===== src/rtl/puf_challenge_seq.sv =====
// puf_challenge_seq
//   Drives an arbiter PUF from a 64-bit challenge LFSR. For each challenge it
//   latches the LFSR state, fires the PUF trigger REPS times, samples the
//   synchronized response after each fire and majority-votes the samples.
//   The resulting {challenge, response, ones-count} record goes out over a
//   valid/ready handshake. Once a record is accepted the LFSR is stepped,
//   and the sequence repeats until num_chal records have been issued.
//
// Ports
//   clk, rstn           system clock, synchronous active-low reset
//   start, num_chal     run request and challenge count (taken only in IDLE)
//   lfsr_state, lfsr_en LFSR state in, one-cycle advance pulse out
//   challenge, puf_trig registered challenge and trigger to the PUF
//   puf_resp            asynchronous arbiter output
//   out_valid/out_ready record handshake
//   out_chal, out_resp, out_ones  record fields
//   busy, done          status: busy outside IDLE, done pulse at end of run
module puf_challenge_seq #(
  parameter int unsigned W          = 64,
  parameter int unsigned REPS       = 7,
  parameter int unsigned ARM_CYC    = 4,
  parameter int unsigned SETTLE_CYC = 16
) (
  input  logic         clk,
  input  logic         rstn,
  input  logic         start,
  input  logic [15:0]  num_chal,
  input  logic [W-1:0] lfsr_state,
  output logic         lfsr_en,
  output logic [W-1:0] challenge,
  output logic         puf_trig,
  input  logic         puf_resp,
  output logic         out_valid,
  input  logic         out_ready,
  output logic [W-1:0] out_chal,
  output logic         out_resp,
  output logic [7:0]   out_ones,
  output logic         busy,
  output logic         done
);

  if ((REPS % 2) == 0 || REPS < 1 || REPS > 255) begin : g_bad_reps
    $error("REPS must be odd and within 1..255");
  end
  if (ARM_CYC < 1) begin : g_bad_arm
    $error("ARM_CYC must be at least 1");
  end
  if (SETTLE_CYC < 3) begin : g_bad_settle
    $error("SETTLE_CYC must be at least 3");
  end

  localparam int unsigned CMAX = (ARM_CYC > SETTLE_CYC) ? ARM_CYC : SETTLE_CYC;
  localparam int unsigned CW   = $clog2(CMAX + 1);

  localparam logic [CW-1:0] ARM_LAST    = CW'(ARM_CYC - 1);
  localparam logic [CW-1:0] SETTLE_LAST = CW'(SETTLE_CYC - 1);
  localparam logic [7:0]    REP_LAST    = 8'(REPS - 1);
  localparam logic [7:0]    HALF        = 8'(REPS / 2);

  typedef enum logic [3:0] {
    S_IDLE,
    S_LOAD,
    S_ARM,
    S_FIRE,
    S_WAIT,
    S_SAMPLE,
    S_EMIT,
    S_ADVANCE,
    S_DONE
  } state_t;

  state_t        state;
  logic          sync1;
  logic          resp_s;
  logic [15:0]   rem;
  logic [7:0]    rep_cnt;
  logic [7:0]    ones;
  logic [CW-1:0] cnt;
  logic [7:0]    ones_nxt;

  // Tally including the sample taken this cycle; used so the record
  // built on the last SAMPLE already contains the final vote.
  always_comb begin
    ones_nxt = ones + {7'd0, resp_s};
  end

  always_ff @(posedge clk) begin
    if (!rstn) begin
      state     <= S_IDLE;
      sync1     <= 1'b0;
      resp_s    <= 1'b0;
      rem       <= '0;
      rep_cnt   <= '0;
      ones      <= '0;
      cnt       <= '0;
      lfsr_en   <= 1'b0;
      challenge <= '0;
      puf_trig  <= 1'b0;
      out_valid <= 1'b0;
      out_chal  <= '0;
      out_resp  <= 1'b0;
      out_ones  <= '0;
      busy      <= 1'b0;
      done      <= 1'b0;
    end else begin
      sync1    <= puf_resp;
      resp_s   <= sync1;
      lfsr_en  <= 1'b0;
      done     <= 1'b0;
      puf_trig <= 1'b0;

      // Outputs are assigned on the transition into a state so that they
      // are valid for exactly the cycles spent in that state.
      unique case (state)
        S_IDLE: begin
          if (start) begin
            if (num_chal != 16'd0) begin
              rem   <= num_chal;
              busy  <= 1'b1;
              state <= S_LOAD;
            end else begin
              done <= 1'b1;
            end
          end
        end

        S_LOAD: begin
          challenge <= lfsr_state;
          rep_cnt   <= '0;
          ones      <= '0;
          cnt       <= '0;
          state     <= S_ARM;
        end

        S_ARM: begin
          if (cnt == ARM_LAST) begin
            cnt      <= '0;
            puf_trig <= 1'b1;
            state    <= S_FIRE;
          end else begin
            cnt <= cnt + CW'(1);
          end
        end

        S_FIRE: begin
          state <= S_WAIT;
        end

        S_WAIT: begin
          if (cnt == SETTLE_LAST) begin
            cnt   <= '0;
            state <= S_SAMPLE;
          end else begin
            cnt <= cnt + CW'(1);
          end
        end

        S_SAMPLE: begin
          ones    <= ones_nxt;
          rep_cnt <= rep_cnt + 8'd1;
          if (rep_cnt == REP_LAST) begin
            out_valid <= 1'b1;
            out_chal  <= challenge;
            out_ones  <= ones_nxt;
            out_resp  <= (ones_nxt > HALF);
            state     <= S_EMIT;
          end else begin
            state <= S_ARM;
          end
        end

        S_EMIT: begin
          if (out_ready) begin
            out_valid <= 1'b0;
            lfsr_en   <= 1'b1;
            state     <= S_ADVANCE;
          end
        end

        S_ADVANCE: begin
          rem <= rem - 16'd1;
          if (rem == 16'd1) begin
            done  <= 1'b1;
            state <= S_DONE;
          end else begin
            state <= S_LOAD;
          end
        end

        S_DONE: begin
          busy  <= 1'b0;
          state <= S_IDLE;
        end

        default: begin
          busy  <= 1'b0;
          state <= S_IDLE;
        end
      endcase
    end
  end

endmodule


===== config.mk =====
export PLATFORM = sky130hd
export DESIGN_NAME = puf_challenge_seq
export DESIGN_NICKNAME = d
export VERILOG_FILES = /design/src/rtl/puf_challenge_seq.sv
export SDC_FILE = /design/constraint.sdc
export NUM_CORES = 1
export LEC_CHECK = 0
export CORE_MARGIN = 1.5
export CORE_UTILIZATION = 51
export CTS_CLUSTER_DIAMETER = 80
export DETAILED_ROUTE_END_ITERATION = 10
export PLACE_DENSITY = 0.86
export SYNTH_ARGS = -nofsm -noshare
export SYNTH_HDL_FRONTEND = slang
export SYNTH_SLANG_ARGS = --single-unit

===== constraint.sdc =====
create_clock -name clk -period 5.18 [get_ports clk]
set_clock_uncertainty 0.15 [all_clocks]
set_input_delay 0.518 -clock clk [delete_from_list [all_inputs] [get_ports clk]]
set_output_delay 0.518 -clock clk [all_outputs]
set_load 0.01 [all_outputs]

==> results of run 1 <==
[worst paths after layout]
kind / startpoint / to / slack (ns) / depth (start not counted)
setup reg to reg: state[2] / out_chal[58] / 1.85 / 5
hold / removal: sync1 / resp_s / 0.28 / 1
hold reg to reg: sync1 / resp_s / 0.28 / 1
setup / recovery: state[2] / out_chal[58] / 1.85 / 5
[layout make-up]
class | instances | area [µm²] | share of cell area
inverters | 12 | 47.5 | 0.00462
well taps | 180 | 225 | 0.0219
multi-input cells | 666 | 3410 | 0.331
clock inverters | 13 | 144 | 0.0140
clock buffers | 19 | 443 | 0.0431
flip-flops and latches | 185 | 3700 | 0.360
repair buffers | 233 | 2310 | 0.225
[logic make-up after synthesis]
family | after synthesis
fa+ha+maj | 9
simple gates | 419
buf+inv | 83
compound gates | 227
mux | 1
xor+xnor | 10
flops | 185
[power breakdown]
| part | internal [mW] | switching [mW] | leakage [nW] | total, mW |
|---|---|---|---|---|
| combinational | 0.504 | 0.650 | 1.66 | 1.15 |
| clock | 0.728 | 0.565 | 0.282 | 1.29 |
| sequential | 1.59 | 0.177 | 1.50 | 1.77 |
| total | 2.82 | 1.39 | 3.44 | 4.22 |
[per-stage QoR]
step	instances	power, mW	hold WS, ns	area (µm²)	setup WS, ns
CTS	1308	4.22	0.290	10300	1.86
global placement	1276	2.92	0.273	9700	1.94
finish	1308	4.22	0.284	10300	1.85
floorplan	934	2.44	0.262	7440	3.05
detailed placement	1276	2.94	0.278	9700	1.86
global route	1308	4.42	0.317	10300	1.68
[cells in the final DEF, fill, tap and decap left out, types with 4 or more instances in the layout]
master | synthesis | routed
nand2_1 | 289 | 289
clkdlybuf4s50_1 | 0 | 226
dfxtp_1 | 185 | 185
a21oi_1 | 156 | 156
nor2_1 | 28 | 28
nand3_1 | 18 | 17
clkbuf_16 | 0 | 17
nor4_1 | 14 | 14
o21ai_0 | 12 | 12
inv_1 | 11 | 11
or3_1 | 10 | 10
nor3_1 | 10 | 10
ha_1 | 9 | 9
a31oi_1 | 8 | 8
xnor2_1 | 7 | 7
a211oi_1 | 7 | 7
buf_4 | 1 | 7
nand4_1 | 6 | 6
o221ai_1 | 6 | 6
nand2b_1 | 5 | 5
o21a_1 | 5 | 5
or2_2 | 4 | 4
nand3b_1 | 4 | 4
nor4b_1 | 4 | 4
or3b_2 | 4 | 4
nor3b_1 | 4 | 4
o211ai_1 | 4 | 4
[routing by layer]
metal  vias up  global-route usage  wire length (µm)
met4         0               0.103               541
met2       293               0.442              9960
li1       3557                   -                 -
met5         -                   0                 0
met3        39              0.0751              1700
met1      3359               0.335              8870
[worst max-delay path, stage by stage, from the launching register on]
cell and delay, ns:
dfxtp_1 0.73, nand4bb_1 0.58, or4_2 1.04, buf_4 0.40, nand2_1 0.16, a21oi_1 0.08
[state kept, by name, indices dropped and copies added, names as in the netlist, 4 cells and up]
| signal | count |
|---|---|
| cnt | 5 |
| ones | 8 |
| out_ones | 8 |
| rep_cnt | 8 |
| state | 4 |
| rem | 16 |
| out_chal | 64 |
| challenge | 64 |
==> results.cfg, run 1 <==
[place]
dpl.hpwl_um = 13700
place.gp.congestion = 0.832
place.port_buffers = 226

[timing]
tightest_slew_ns = 1.15
post-route-min-period_ns = 3.33
finalSetupTns_ns = 0
fmax_ghz = 0.300
rsz0062_at_grt = no
finalSetupViolCount = 0
max_slew_margin = 0.230
slew_violations = 0
period_share = 0.643
final_hold_viol_count = 0

[critical_path]
path_class = register to register
worstPathArrival_ns = 3.47
cp_max_fo = 55
start_kind = register
endpoint_kind = register
critPathRequiredTime_ns = 5.32

[cells_and_area]
final_util = 0.732
drive_above_1_share = 0.0479
syn2layout_area_growth_pct = 38.2
nFillCells = 1058
n_antenna_cell = 0
nets = 1209

[route]
drcViolationCount = 0
drt_iter0_markers = 615
wl_um = 21100
wl_per_cell_um = 16.1
viasPerCell = 5.54
drtPass1Iterations = 5
num_vias = 7248
ant_nets = 0

[floorplan]
dieArea_um2 = 15300
start_util = 0.530
fp.dieH_um = 124
ios = 227
coreArea_um2 = 14000
rows = 43
die_w_um = 124

[logic_synthesis]
yosysTopAreaCellShare = 0.498
mappedNetlistArea_um2 = 7440
synth_adder_area_share = 0.0151
synth-seq-cells = 185
synth.yosys.warnings = 0
ys_seq_area_frac = 0.498
avgSynthCellArea_um2 = 7.97
synth_compound_area_frac = 0.176
synthTopCellsByCount = nand2_1 (289), dfxtp_1 (185), a21oi_1 (156), clkbuf_1 (58), nor2_1 (28)
synth_xor_area_frac = 0.0118
synth.largest_area_cell = dfxtp_1
synthArstFlopShare = 0
muxShareOfSynthArea = 0.00135
synth_nets = 1028
ys_types = 64
synth-edff-count = 0
yosysMostFrequentCell = nand2_1
synth_ff_type = dfxtp_1
yosys.area_share.simple = 0.252
synth_top_family_by_area = simple AND/OR/NAND/NOR gates
synth_cells = 934
ys_top_cells_by_area = dfxtp_1 (50%), nand2_1 (15%), a21oi_1 (10%)

[clocking]
root_buffer = clkbuf_16
clk_pin_slew_ns = 0.07
hold_buffers = 0
h-tree-depth = 4
cts_buffers = 17
cts_buffer_depth = 2
post_cts_buffers = 0
cts_tree = done
cts_resized = 0
cts.sinks = 185
clock_latency_ns = 0.43

[pwr]
total_leakage_power_nw = 3.44
vdd_drop_max_mv = 0.228
power_density_nw_per_um2 = 410

[flow_run]
cap_viol_max_count = 0

[global_route]
grt_overflow = 0
grt_pass1_wl_um = 32400
grt_pass1_vias = 6523
grt_util_all_layers = 0.269
antenna_found_initial = 0
grt_max_degree = 80

[min_path]
hold_class = register to register

[status]
status = complete, no violations
(Power assumes the default switching activity.)
==> run 2, diff against run 1 <==
- CORE_UTILIZATION: 51 -> 47
- PLACE_DENSITY: 0.86 -> 0.8
- clock period: 5.18 -> 3.2 ns (I/O delays scaled with it)
==> run 2 against run 1 <==
  * Final cell count up 3.1%
  * Worst hold slack better by 0.0014 ns
  * Total power grew 63%
  * Sequential power rose by 60%
  * Worst setup slack worse by 1.1 ns
  * Largest power group unchanged
==> results.cfg, run 2 (synthesis results as in run 1) <==
[status]
status = complete, no violations

[route]
ant_nets = 0
drcViolationCount = 0
viasPerCell = 5.40
wl_per_cell_um = 15.8
drt_iter0_markers = 599
num_vias = 7279
wl_um = 21300
drtPass1Iterations = 5

[min_path]
hp-start = sync1
min_path_cells = 1
hold_end = resp_s
hold_class = register to register

[critical_path]
max_stage_delay_ns = 0.66
cp_max_fo = 35
worstPathArrival_ns = 2.62
reg2reg_depth = 6
r2r_start = state[1]
crit_slowest_cell = or4_2
cp_common_cell = buf_4
crit_chain = nand4bb_1, buf_4, or4_2, buf_4, a31oi_1, a21oi_1
reg2reg_to = out_resp
critPathRequiredTime_ns = 3.36
path_class = register to register
crit_buf_inv = 2
endpoint_kind = register
reg2reg_slack_ns = 0.74
start_kind = register
cp_top_family = simple AND/OR/NAND/NOR gates

[place]
place.port_buffers = 226
dpl.hpwl_um = 14000
place.gp.congestion = 0.874

[cells_and_area]
nFillCells = 1272
ff_latch_area_um2 = 3700
multi_input_area_um2 = 3410
drive_above_1_share = 0.0554
layout_common_cells = nand2_1 (289), clkdlybuf4s50_1 (226), dfxtp_1 (185)
nets = 1218
reg_top3 = challenge x64, out_chal x64, rem x16
mostFrequentLayoutCell = nand2_1
n_antenna_cell = 0
syn2layout_area_growth_pct = 40.1

[floorplan]
fp.dieH_um = 129
die_w_um = 129
dieArea_um2 = 16600
rows = 45
ios = 227
start_util = 0.486
coreArea_um2 = 15300

[clocking]
root_buffer = clkbuf_16
clk_pin_slew_ns = 0.07
cts_tree = done
cts_buffer_depth = 2
h-tree-depth = 4
hold_buffers = 0
cts_buffers = 17
post_cts_buffers = 0
cts_resized = 0
cts.sinks = 185
clock_latency_ns = 0.43

[global_route]
grt_overflow = 0
antenna_found_initial = 0
grt_pass1_wl_um = 33300
grt_max_degree = 91
grt_pass1_vias = 6699
grt_util_all_layers = 0.254

[timing]
holdWs_ns = 0.285
finalSetupViolCount = 0
rsz0062_at_grt = no
max_slew_margin = 0.458
fmax_ghz = 0.407
final_hold_viol_count = 0
slew_violations = 0
tightest_slew_ns = 0.810
finalSetupTns_ns = 0
post-route-min-period_ns = 2.46
period_share = 0.768

[pwr]
power.total_mw = 6.88
vdd_drop_max_mv = 0.416
power_density_nw_per_um2 = 660
total_leakage_power_nw = 3.49

[flow_run]
cap_viol_max_count = 0
## run 2: cell count changes in the layout (fill, tap and decap cells not counted), sizes merged
cell    change
clkinv      -1
clkbuf      +1
buf         +9
## run 2: metal layers
| layer | vias up | part of all wire | global-route usage |
|---|---|---|---|
| li1 | 3579 | - | - |
| met4 | 0 | 0.031 | 0.104 |
| met1 | 3378 | 0.41 | 0.305 |
| met2 | 277 | 0.48 | 0.422 |
| met3 | 45 | 0.082 | 0.0802 |
| met5 | - | 0 | 0 |
## run 2: worst max path at each step
stage	cells past startpoint	start	end
6_report	6	state[1]	out_resp
5_1_grt	6	state[1]	out_resp
4_1_cts	6	state[1]	out_resp
3_5_place_dp	5	num_chal[0]	rem[14]
3_3_place_gp	5	num_chal[0]	rem[14]
2_1_floorplan	7	rep_cnt[4]	out_chal[55]
## run 2: final cells by class
cell class              instances  share of cell area
well taps                     211              0.0253
repair buffers                242               0.231
multi-input cells             666               0.327
clock inverters                12              0.0134
clock buffers                  20              0.0438
flip-flops and latches        185               0.355
inverters                      12             0.00456
## run 2: through the flow
stage          area (µm²)  instances  utilization  setup WS (ns)
2_1_floorplan        7440        934            -           1.07
5_1_grt             10400       1348        0.681          0.608
4_1_cts             10400       1348        0.681          0.755
3_3_place_gp         9830       1316        0.642          0.511
3_5_place_dp         9830       1316        0.642          0.494
6_report            10400       1348        0.681          0.742
## run 2: report_power, final
part,total (mW),switching (mW),internal (mW)
sequential,2.83,0.253,2.58
combinational,1.94,1.08,0.862
clock,2.11,0.904,1.20
total,6.88,2.23,4.64
==> run 3, diff against run 2 <==
- clock period: 3.2 -> 2.4 ns (I/O delays scaled with it)
==> run 3 against run 2 <==
  * Utilization is 0.85 points higher
  * Sequential power is 32% higher
  * Worst hold slack worse by 0.076 ns
  * Critical endpoint is now out_chal[15]
  * Clock power is 29% higher
  * First-iteration DRC count is 0.67% higher
  * Total power is 35% higher
  * Routed wire length is 1.2% higher
  * Register-to-register slack worse by 0.64 ns
  * Combinational power is 45% higher
  * Sequential cell count stayed put
  * Worst setup slack worse by 0.64 ns
  * Largest cell class unchanged
==> results.cfg, run 3 (synthesis results as in run 1) <==
[critical_path]
reg2reg_to = out_chal[15]
crit_path_start = rep_cnt[2]
start_kind = register
reg2reg_depth = 5
r2r_start = rep_cnt[2]
path_class = register to register
worstPathArrival_ns = 2.44
endpoint_kind = register
critPathRequiredTime_ns = 2.54
cp_max_fo = 56
reg2reg_slack_ns = 0.10

[clocking]
post_cts_buffers = 0
cts_buffers = 17
cts_tree = done
clock_latency_ns = 0.42
clk_pin_slew_ns = 0.07
root_buffer = clkbuf_16
h-tree-depth = 4
cts.sinks = 185
cts_buffer_depth = 2

[timing]
slew_violations = 0
rsz0062_at_grt = no
period_share = 0.957
fmax_ghz = 0.435
finalSetupViolCount = 0
max_slew_margin = 0.539
post-route-min-period_ns = 2.30
final_hold_viol_count = 0
tightest_slew_ns = 0.685
finalSetupTns_ns = 0

[min_path]
hp-start = lfsr_state[16]
hold_class = primary input to register
hold_end = challenge[16]
min_path_cells = 3

[flow_run]
cap_viol_max_count = 0

[pwr]
pwr-share-seq = 0.404
internal_power_mw = 6.28
clkPwrFrac = 0.294
power_density_nw_per_um2 = 879
total_leakage_power_nw = 3.58
swShare = 0.323
switching_power_mw = 3.00
p_comb_frac = 0.303
vdd_drop_max_mv = 0.571

[route]
num_vias = 7370
ant_nets = 0
wl_per_cell_um = 15.8
viasPerCell = 5.41
drcViolationCount = 0
wl_um = 21500
drt_iter0_markers = 603
drtPass1Iterations = 5

[cells_and_area]
finalInstanceArea_um2 = 10600
n_antenna_cell = 0
reg_top3 = challenge x64, out_chal x64, rem x16
syn2layout_area_growth_pct = 41.9
mostFrequentLayoutCell = nand2_1
nets = 1234
drive_above_1_share = 0.0660
layout_common_cells = nand2_1 (289), clkdlybuf4s50_1 (226), dfxtp_1 (185)

[place]
place.gp.congestion = 0.884
dpl.hpwl_um = 14900
place.port_buffers = 226
postPlaceCellArea_um2 = 9990

[floorplan]
coreArea_um2 = 15300
die_w_um = 129
start_util = 0.486
ios = 227
dieArea_um2 = 16600
fp.dieH_um = 129
rows = 45

[global_route]
antenna_found_initial = 0
grt_overflow = 0
grt_pass1_wl_um = 33900
grt_pass1_vias = 6793
grt_util_all_layers = 0.257
grt_max_degree = 65

[status]
status = complete, no violations
[run 3: cell types whose count changed in the layout (fill, tap and decap cells not counted), moves of 2 or more]
cell	delta
buf_4	+12
clkinv_2	+2
clkinvlp_4	-3
buf_12	+3
[run 3: layout make-up]
type / instances / area, µm²
clock buffer: 20 / 447
tap: 211 / 264
fill: 1279 / 4760
multi-input combinational: 666 / 3410
inverter: 12 / 47.5
sequential: 185 / 3700
clock inverter: 10 / 119
timing repair buffer: 258 / 2570
[run 3: power by group through the flow]
stage	registers (mW)	clock network, mW	logic (mW)
floorplan	3.86	0	1.41
global placement	3.79	0	2.76
detailed placement	3.80	0	2.78
CTS	3.74	2.77	2.80
global route	3.79	2.89	3.08
finish	3.74	2.72	2.81
[run 3: worst max path at each step]
stage / endpoint / slack (ns) / cells past startpoint
after floorplan: out_chal[55] / 0.27 / 7
after global placement: out_chal[21] / 0.09 / 5
after detailed placement: out_chal[20] / 0.06 / 5
after CTS: out_chal[15] / 0.04 / 5
after global routing: out_chal[28] / 0.003 / 5
final: out_chal[15] / 0.10 / 5
[run 3: worst max-delay path, stage by stage (launching register included)]
cell	delay, ns
dfxtp_1	0.40
or4b_1	0.51
or4_2	0.59
buf_6	0.25
nand2_1	0.14
a21oi_1	0.08
[run 3: repair_timing]
item | CTS | global route
endpoints found under the setup margin | 0 | 56
hold buffers | 0 | 0
resized for setup | 0 | 1
[run 3: through the flow]
stage / worst slack (ns) / std cells / power, mW / hold WS (ns) / util
2_1_floorplan: 0.275 / 934 / 5.27 / 0.217 / -
3_3_place_gp: 0.0930 / 1332 / 6.55 / 0.270 / 0.652
3_5_place_dp: 0.0606 / 1332 / 6.58 / 0.274 / 0.652
4_1_cts: 0.0356 / 1362 / 9.31 / 0.189 / 0.689
5_1_grt: 0.00348 / 1362 / 9.76 / 0.205 / 0.689
6_report: 0.104 / 1362 / 9.28 / 0.209 / 0.689
[run 3: routing by layer]
layer | GRT usage | vias to the layer above | wire length (µm)
li1 | - | 3602 | -
met1 | 0.318 | 3443 | 9330
met2 | 0.421 | 277 | 9940
met3 | 0.0686 | 48 | 1580
met4 | 0.112 | 0 | 670
met5 | 0 | - | 0
